`src/rtl/regalu_sequencer_if.sv`:
```
// Instruction delivery bus for regalu_sequencer.
//   instr_in    : 20-bit packed instruction word
//   instr_valid : instr_in is valid this cycle
//   instr_ready : sequencer FIFO can accept a word
//   flush       : synchronous clear of the queued instructions
interface regalu_sequencer_if;
    logic [19:0] instr_in;
    logic        instr_valid;
    logic        instr_ready;
    logic        flush;

    modport master (
        output instr_in,
        output instr_valid,
        output flush,
        input  instr_ready
    );

    modport slave (
        input  instr_in,
        input  instr_valid,
        input  flush,
        output instr_ready
    );
endinterface

```
`src/rtl/regalu_sequencer.sv`:
```
// Instruction sequencer for the register-file/ALU datapath.
// Buffers instructions in a small FIFO, issues each one through an
// ISSUE (operand settle) / COMMIT (write + result capture) sequence.
//   clk, rst_n        : clock, asynchronous active-low reset
//   ibus              : instruction handshake + flush (slave side)
//   RA1, RA2, WA      : register addresses to the datapath
//   ALUcontrol        : ALU operation code
//   ALUsrc            : 1 selects external_data_in as operand B
//   regwrite          : register-file write enable (COMMIT with wr=1 only)
//   external_data_in  : immediate operand
//   ALUresult         : datapath result (combinational from the above)
//   result            : last captured ALUresult
//   result_valid      : one-cycle pulse when result updates
//   retired           : retired-instruction count, wraps
//   busy              : FSM active or FIFO non-empty
module regalu_sequencer #(
    parameter int unsigned DEPTH = 4
) (
    input  logic              clk,
    input  logic              rst_n,
    regalu_sequencer_if.slave ibus,
    output logic [3:0]        RA1,
    output logic [3:0]        RA2,
    output logic [3:0]        WA,
    output logic [1:0]        ALUcontrol,
    output logic              ALUsrc,
    output logic              regwrite,
    output logic signed [7:0] external_data_in,
    input  logic signed [7:0] ALUresult,
    output logic signed [7:0] result,
    output logic              result_valid,
    output logic [7:0]        retired,
    output logic              busy
);

    localparam int unsigned AW = (DEPTH > 1) ? $clog2(DEPTH) : 1;
    localparam int unsigned CW = AW + 1;

    typedef struct packed {
        logic [1:0] alu_ctrl;
        logic       alu_src;
        logic       wr;
        logic [3:0] wa;
        logic [3:0] ra1;
        logic [7:0] imm;
    } instr_t;

    typedef enum logic [1:0] {
        IDLE   = 2'd0,
        ISSUE  = 2'd1,
        COMMIT = 2'd2
    } state_t;

    state_t          state;
    instr_t          instr_q;
    instr_t          mem [DEPTH];
    logic [AW-1:0]   wr_ptr;
    logic [AW-1:0]   rd_ptr;
    logic [CW-1:0]   count;
    logic [CW-1:0]   count_next_c;
    logic            ready_q;
    logic            push_c;
    logic            pop_c;

    // Push/pop qualification; flush wins over both.
    always_comb begin
        push_c       = ibus.instr_valid && ready_q && !ibus.flush;
        pop_c        = !ibus.flush && (count != '0) &&
                       ((state == IDLE) || (state == COMMIT));
        count_next_c = ibus.flush ? '0 : (count + CW'(push_c) - CW'(pop_c));
    end

    // FIFO storage (no reset needed, validity is tracked by count).
    always_ff @(posedge clk) begin
        if (push_c) begin
            mem[wr_ptr] <= instr_t'(ibus.instr_in);
        end
    end

    // FIFO pointers, count, ready and busy flags.
    always_ff @(posedge clk or negedge rst_n) begin
        if (!rst_n) begin
            wr_ptr  <= '0;
            rd_ptr  <= '0;
            count   <= '0;
            ready_q <= 1'b0;
            busy    <= 1'b0;
        end else begin
            if (ibus.flush) begin
                wr_ptr <= '0;
                rd_ptr <= '0;
            end else begin
                if (push_c) wr_ptr <= wr_ptr + AW'(1);
                if (pop_c)  rd_ptr <= rd_ptr + AW'(1);
            end
            count   <= count_next_c;
            ready_q <= (count_next_c != CW'(DEPTH));
            // Next state is non-IDLE after ISSUE or whenever a pop happens.
            busy    <= (state == ISSUE) || pop_c || (count_next_c != '0);
        end
    end

    // Issue/commit sequencer with registered datapath controls.
    always_ff @(posedge clk or negedge rst_n) begin
        if (!rst_n) begin
            state        <= IDLE;
            instr_q      <= '0;
            regwrite     <= 1'b0;
            result       <= '0;
            result_valid <= 1'b0;
            retired      <= '0;
        end else begin
            result_valid <= 1'b0;
            regwrite     <= 1'b0;
            case (state)
                IDLE: begin
                    if (pop_c) begin
                        instr_q <= mem[rd_ptr];
                        state   <= ISSUE;
                    end
                end
                ISSUE: begin
                    regwrite <= instr_q.wr;
                    state    <= COMMIT;
                end
                COMMIT: begin
                    result       <= ALUresult;
                    result_valid <= 1'b1;
                    retired      <= retired + 8'd1;
                    if (pop_c) begin
                        instr_q <= mem[rd_ptr];
                        state   <= ISSUE;
                    end else begin
                        state   <= IDLE;
                    end
                end
                default: state <= IDLE;
            endcase
        end
    end

    // Datapath fields come straight from the instruction register.
    assign ALUcontrol       = instr_q.alu_ctrl;
    assign ALUsrc           = instr_q.alu_src;
    assign WA               = instr_q.wa;
    assign RA1              = instr_q.ra1;
    assign RA2              = instr_q.imm[3:0];
    assign external_data_in = $signed(instr_q.imm);
    assign ibus.instr_ready = ready_q;

endmodule

```
`src/flat_wrapper.sv`:
```
// flat-port wrapper written by rule: the top's interface ports become plain ports
module regalu_sequencer_flat 
#(
    parameter int unsigned DEPTH = 4
)
  (clk, rst_n, RA1, RA2, WA, ALUcontrol, ALUsrc, regwrite, external_data_in, ALUresult, result, result_valid, retired, busy, ibus_instr_in, ibus_instr_valid, ibus_flush, ibus_instr_ready);
  regalu_sequencer_if ibus_i ();
  input  logic clk;
  input  logic rst_n;
  output logic [3:0] RA1;
  output logic [3:0] RA2;
  output logic [3:0] WA;
  output logic [1:0] ALUcontrol;
  output logic ALUsrc;
  output logic regwrite;
  output logic signed [7:0] external_data_in;
  input  logic signed [7:0] ALUresult;
  output logic signed [7:0] result;
  output logic result_valid;
  output logic [7:0] retired;
  output logic busy;
  input wire logic [$bits(ibus_i.instr_in)-1:0] ibus_instr_in;
  input wire logic [$bits(ibus_i.instr_valid)-1:0] ibus_instr_valid;
  input wire logic [$bits(ibus_i.flush)-1:0] ibus_flush;
  output wire logic [$bits(ibus_i.instr_ready)-1:0] ibus_instr_ready;
  assign ibus_i.instr_in = ibus_instr_in;
  assign ibus_i.instr_valid = ibus_instr_valid;
  assign ibus_i.flush = ibus_flush;
  assign ibus_instr_ready = ibus_i.instr_ready;
  regalu_sequencer #(.DEPTH(DEPTH)) u_core (.clk(clk), .rst_n(rst_n), .ibus(ibus_i), .RA1(RA1), .RA2(RA2), .WA(WA), .ALUcontrol(ALUcontrol), .ALUsrc(ALUsrc), .regwrite(regwrite), .external_data_in(external_data_in), .ALUresult(ALUresult), .result(result), .result_valid(result_valid), .retired(retired), .busy(busy));
endmodule
```
`config.mk`:
```
export PLATFORM = sky130hd
export DESIGN_NAME = regalu_sequencer_flat
export DESIGN_NICKNAME = d
export VERILOG_FILES = /design/src/rtl/regalu_sequencer_if.sv /design/src/rtl/regalu_sequencer.sv /design/src/flat_wrapper.sv
export SDC_FILE = /design/constraint.sdc
export NUM_CORES = 1
export LEC_CHECK = 0
export CORE_ASPECT_RATIO = 0.7
export CORE_MARGIN = 10
export CORE_UTILIZATION = 40
export CTS_BUF_LIST = sky130_fd_sc_hd__clkbuf_2 sky130_fd_sc_hd__clkbuf_4 sky130_fd_sc_hd__clkbuf_8
export DETAILED_ROUTE_END_ITERATION = 6
export GPL_TIMING_DRIVEN = 0
export MAX_ROUTING_LAYER = met4
export PLACE_DENSITY = 0.7
export RECOVER_POWER = 25
export SYNTH_ARGS = -nofsm -noshare
export SYNTH_HDL_FRONTEND = slang
export SYNTH_SLANG_ARGS = --single-unit
```
`constraint.sdc`:
```
create_clock -name clk -period 2.7 [get_ports clk]
set_clock_uncertainty 0.15 [all_clocks]
set_input_delay 0.27 -clock clk [delete_from_list [all_inputs] [get_ports clk]]
set_output_delay 0.27 -clock clk [all_outputs]
set_load 0.02 [all_outputs]
```
=== Word level (Yosys, flattened, before mapping) ===
Memory sizes are Yosys's and may differ from the RTL's. A register that Yosys moved wholly into a read port is not among the register bits.
Cells that the tools add are included.

* $add $sub $neg: 5
* Eq/ne operators: 4
* Mux-type cells: 12
* Reduce and logical (&&, ||, !) cells: 16

{| class="wikitable"
|+ Operators by type and width
! kind !! count
|-
| $mux 2 || 5
|-
| $add 8x1->8 const B || 1
|-
| $pmux 2 s3 || 1
|-
| $reduce_bool 3->1 || 2
|-
| $mux 1 || 5
|-
| $add 2x1->2 const B || 2
|-
| $logic_and 1x1->1 || 4
|-
| $reduce_bool 2->1 || 2
|-
| $add 3x1->3 || 1
|-
| $logic_or 1x1->1 || 3
|-
| $mux 3 || 1
|-
| $ne 3x3->1 const B || 1
|-
| $sub 3x1->3 || 1
|-
| $eq 2x1->1 const B || 1
|-
| $eq 2x2->1 const B || 1
|-
| $logic_not 1->1 || 2
|-
| $logic_not 2->1 || 1
|-
| $ne 2x1->1 const B || 1
|-
| $reduce_and 2->1 || 1
|-
| $reduce_or 2->1 || 1
|}

* Register bits: 29
* Bits in writable memories: 80
* Output and inout port bits: 43
* Word-level logic and storage cells: 48
* Memories: 1

{| class="wikitable"
|+ Memories
! name !! depth !! bits a word !! read ports !! clocked after Yosys merged registers in !! wr ports !! line !! RTL
|-
| u_core.mem || 4 || 20 || 1 || 1 || 1 || regalu_sequencer.sv:56 || <nowiki>instr_t mem [DEPTH];</nowiki>
|}

=== Longest topological paths before layout ===
Gate-level depths: netlist of run 1.

* Depth after elaboration: 7
* Gate-level depth with buffers: 12
* Gate-level depth less buffers: 11

=== Least setup slack after synthesis of run 1 ===
Ideal clock, no wire load.

* Path kind: register to register
* Start: register u_core.count[1]
* End: register u_core.busy
* Library setup time: 139 ps
* Data arrival time: 2536 ps
* Required time: 2411 ps
* Slack: -124 ps
* Stages on the path, launching flop included: 13
* Period minus slack after synthesis: 2824 ps
* Cells stage by stage: dfrtp_1 -> nor3_2 -> or3_4 -> clkinv_4 -> buf_8 -> ha_1 -> inv_1 -> ha_1 -> inv_1 -> fa_1 -> xnor3_1 -> nor2_1 -> or4_1

* Word-level cells in the longest chain between the ends: 7
* Elaborated cells on any way between the ends: 9
* Those cells by class: add/sub (2); mux (1); reduce/logical (6)

{| class="wikitable"
|+ RTL lines
! item !! line !! RTL
|-
| from (decl) || regalu_sequencer.sv:59 || <nowiki>logic [CW-1:0] count;</nowiki>
|-
| from (signal assigned) || regalu_sequencer.sv:96 || <nowiki>count <= count_next_c;</nowiki>
|-
| branches (longest 3 deep; another with $add 3x1->3) || n/a ||
|-
| $sub 3x1->3 * || regalu_sequencer.sv:70 || <nowiki>count_next_c = ibus.flush ? '0 : (count + CW'(push_c) - CW'(pop_c));</nowiki>
|-
| $mux 3 * || regalu_sequencer.sv:70 ||
|-
| net u_core.count_next_c[2] || regalu_sequencer.sv:60 || <nowiki>logic [CW-1:0] count_next_c;</nowiki>
|-
| $reduce_bool 3->1 * || regalu_sequencer.sv:99 || <nowiki>busy <= (state == ISSUE) || pop_c || (count_next_c != '0);</nowiki>
|-
| $logic_or 1x1->1 * || regalu_sequencer.sv:99 ||
|-
| to (signal assigned) || regalu_sequencer.sv:99 ||
|-
| to (decl) || regalu_sequencer.sv:33 || <nowiki>output logic busy</nowiki>
|}

Mark *: on every way through the listed nets, which the timed path passes.
A chain may end at the register's enable or synchronous reset.

=== Final worst setup path of run 1 ===
* Start: register u_core.count[0]
* End: register u_core.busy

Same word-level chain as after synthesis.

==> results of run 1 <==
==> cell type report <==
type / count / share of cell area
flip-flops and latches: 129 / 0.549
multi-input cells: 117 / 0.192
repair buffers: 89 / 0.132
plain buffers: 31 / 0.0390
clock buffers: 18 / 0.0365
well taps: 162 / 0.0307
clock inverters: 14 / 0.0138
inverters: 11 / 0.00738
diodes: 1 / 0.000378
==> cells by family after synthesis <==
family | after synthesis
flip-flops | 129
AND/OR/NAND/NOR | 54
buffers and inverters | 43
multiplexers | 40
XOR/XNOR | 9
adder cells (fa/ha/maj) | 8
AO/OA/AOI/OAI | 6
==> path summary, 6_finish.rpt <==
path                                   from                   to  slack, ps  cells after the start
max                         u_core.count[0]          u_core.busy       -0.1                     11
min reg2reg                u_core.result[0]     u_core.result[0]        330                      2
min                              ibus_flush      u_core.count[2]         30                      3
min in group asynchronous             rst_n  u_core.result_valid        170                      2
max reg2reg                 u_core.count[0]          u_core.busy       -0.1                     11
max in group asynchronous             rst_n         u_core.WA[1]       1690                      3
==> layout by cell type, fill, tap and decap left out, types with 2 or more instances in the layout <==
| cell | instances |
|---|---|
| edfxtp_1 | 80 |
| clkdlybuf4s50_1 | 53 |
| dfrtp_1 | 49 |
| buf_4 | 32 |
| nand2_1 | 31 |
| dlygate4sd3_1 | 24 |
| mux4_2 | 17 |
| clkbuf_8 | 17 |
| mux2_4 | 14 |
| inv_1 | 8 |
| xnor2_1 | 8 |
| clkinv_2 | 8 |
| mux2_2 | 6 |
| and2_1 | 5 |
| ha_1 | 5 |
| clkinv_4 | 4 |
| nor2_1 | 4 |
| clkbuf_1 | 4 |
| nand4_1 | 4 |
| buf_12 | 3 |
| mux4_1 | 3 |
| buf_6 | 2 |
| a21oi_1 | 2 |
| nand2b_1 | 2 |
| ha_4 | 2 |
| inv_6 | 2 |
==> critical path: cells and delay by family, from the launching register on <==
kind,cells,cell delay (ps)
buf+inv,3,160
xor+xnor,1,230
flops,1,370
simple gates,4,1010
fa+ha+maj,3,650
==> per-stage QoR <==
step,hold WS [ps],total power (W)
6_report,27.5,0.00674
5_1_grt,10.8,0.00713
4_1_cts,-134,0.00682
3_5_place_dp,107,0.00529
3_3_place_gp,311,0.00522
2_1_floorplan,-176,0.00434
==> per-layer routing <==
| metal | vias up | wire (um) | track usage |
|---|---|---|---|
| li1 | 1260 | - | - |
| met1 | 1361 | 4530 | 0.147 |
| met2 | 64 | 4780 | 0.178 |
| met3 | 5 | 606 | 0.0407 |
| met4 | 0 | 54 | 0.0451 |
| met5 | - | 0 | - |
==> power groups by stage <==
stage                     Combinational, W  Clock [W]  Sequential, W
final                              0.00262    0.00140        0.00272
after global routing               0.00282    0.00153        0.00277
after floorplan                    0.00151          0        0.00283
after detailed placement           0.00252          0        0.00276
after global placement             0.00247          0        0.00275
after CTS                          0.00266    0.00144        0.00272
==> timing repair <==
item                                   4_1_cts  5_1_grt
pin swaps                                    5        5
resized for setup                            7        0
setup buffers                                8        2
endpoints found under the hold margin       23        1
hold buffers                                 4        1
setup endpoints to repair                    2        1
==> sequential cells by signal, summed over array words and instances (netlist names), 3 cells and up <==
signal                   flops
u_core.external_data_in      8
u_core.RA1                   4
u_core.WA                    4
u_core.retired               8
u_core.mem                  80
u_core.result                8
u_core.count                 3
==> impl_metrics.yaml, run 1 <==
sta:
  setup_violations: 1
  max_freq_mhz: 370
  min_period_ps: 2700
  setup_ws_ps: -0.0981
  tns_ps: -0.0981
  worst_pin_slew_ps: 1180
  rsz0062_at_grt: "yes"
  finalHoldViolations: 0
  fin_crit_sh: 1.00
  slew_violations: 0
  slew_headroom: 0.211
synthesis:
  yosys_warnings: 0
  ys_seq_area_frac: 0.700
  yosysUniqueCellTypes: 34
  synth_edf_count: 80
  async_flop_share: 0.380
  avgSynthCellArea_sq_um: 17.9
  synth_top_family_by_area: "multiplexers"
  synth_fa_ha_area_frac: 0.0207
  synth_common_cells: "edfxtp_1 (80), dfrtp_1 (49), nand2_1 (31)"
  synthMostInstantiatedCell: "edfxtp_1"
  synth_xor_area_frac: 0.0179
  syn_nets: 329
  synth_compound_area_frac: 0.00748
  syn-instance-count: 289
  yosysTopAreaCell: "edfxtp_1"
  yosys-mux-area-fraction: 0.143
  synth_top_area_share: 0.463
  ys_top_cells_by_area: "edfxtp_1 (46%), dfrtp_1 (24%), mux4_2 (7.4%)"
  syn_area_sq_um: 5190
  synth_seq_cells: 129
  synth-simple-area-share: 0.0502
  synth_ff_type: "edfxtp_1"
place:
  io_buffers: 73
  place_inst: 525
  dp_hpwl_um: 6540
  place.gp.congestion: 0.724
  post-place-ws_ps: -349
  place_area_sq_um: 6150
route:
  drc: 0
  via_per_inst: 4.70
  drtPass1Iterations: 5
  wl_per_cell_um: 17.4
  drt-total-wl_um: 9980
  drtAntennaViolNets: 0
  drt_iter0_markers: 151
  vias: 2690
cells_and_area:
  seqCellArea_sq_um: 3630
  multi_input_area_sq_um: 1270
  area_growth_pct: 27.5
  drive_above_1_share: 0.286
  post-route-util: 0.527
  finalNonFillerCells: 572
  nets: 436
  final_design_area_no_fill_sq_um: 6610
  final.fill_count: 1013
clocking:
  clock_path_buffers: 2
  cts_buffers: 17
  cts_tree: "done"
  clk_pin_slew_worst_paths_ps: 80
  cts_root_buf: "clkbuf_8"
  htreeDepth: 4
  clk_latency_ps: 430
  cts.sinks: 129
critical_path:
  path_class: "flop to flop"
  slowest_stage: "or4_1"
  crit_fanout: 3
  critPathCaptureType: "flop"
  start_kind: "flop"
  arrival_ps: 2850
  cpMostUsedCell: "ha_4"
  critPathMaxStageDelay_ps: 500
  crit_chain: "nor3_2 > or3_4 > clkinv_4 > ha_4 > inv_4 > ha_4 > inv_2 > fa_2 > xnor3_1 > nor2_2 > or4_1"
  critPathRequiredTime_ps: 2850
grt:
  grt_pass1_wl_um: 15800
  antenna_found_initial: 1
  grt_max_degree: 32
  grt-ovfl-total: 0
  grt_pass1_vias: 2912
  grt_use_total: 0.119
floorplan:
  ios: 75
  coreArea_sq_um: 12500
  fp.dieW_um: 156
  die_y_um: 115
  initial_core_util: 0.413
  rows: 34
  dieArea_sq_um: 18000
power:
  clock_power_share: 0.208
  p_switching_w: 0.00213
  swShare: 0.316
  powerDensity_nw_per_um2: 1020
  internal-power_w: 0.00461
  vdd_ir_drop_max_uv: 424
  seqPwrFrac: 0.403
  combPwrFrac: 0.389
  leakagePower_nw: 2.56
outcome:
  status: "finished, violations left"
  violations: "negative setup slack"
run:
  drv_cap: 0
min_path:
  hold_class: "primary input to flop"
(Power assumes the default switching activity.)
==> run 2, diff against run 1 <==
--- a/config.mk
+++ b/config.mk
@@ -5,11 +5,13 @@
 export SDC_FILE = /design/constraint.sdc
 export NUM_CORES = 1
 export LEC_CHECK = 0
+export ABC_CLOCK_PERIOD_IN_PS = 2700
 export CORE_ASPECT_RATIO = 0.7
 export CORE_MARGIN = 10
 export CORE_UTILIZATION = 40
 export CTS_BUF_LIST = sky130_fd_sc_hd__clkbuf_2 sky130_fd_sc_hd__clkbuf_4 sky130_fd_sc_hd__clkbuf_8
 export DETAILED_ROUTE_END_ITERATION = 6
+export GPL_ROUTABILITY_DRIVEN = 0
 export GPL_TIMING_DRIVEN = 0
 export MAX_ROUTING_LAYER = met4
 export PLACE_DENSITY = 0.7
==> results of run 2 <==
Final layout, timing and power as in run 1 (identical DEF).
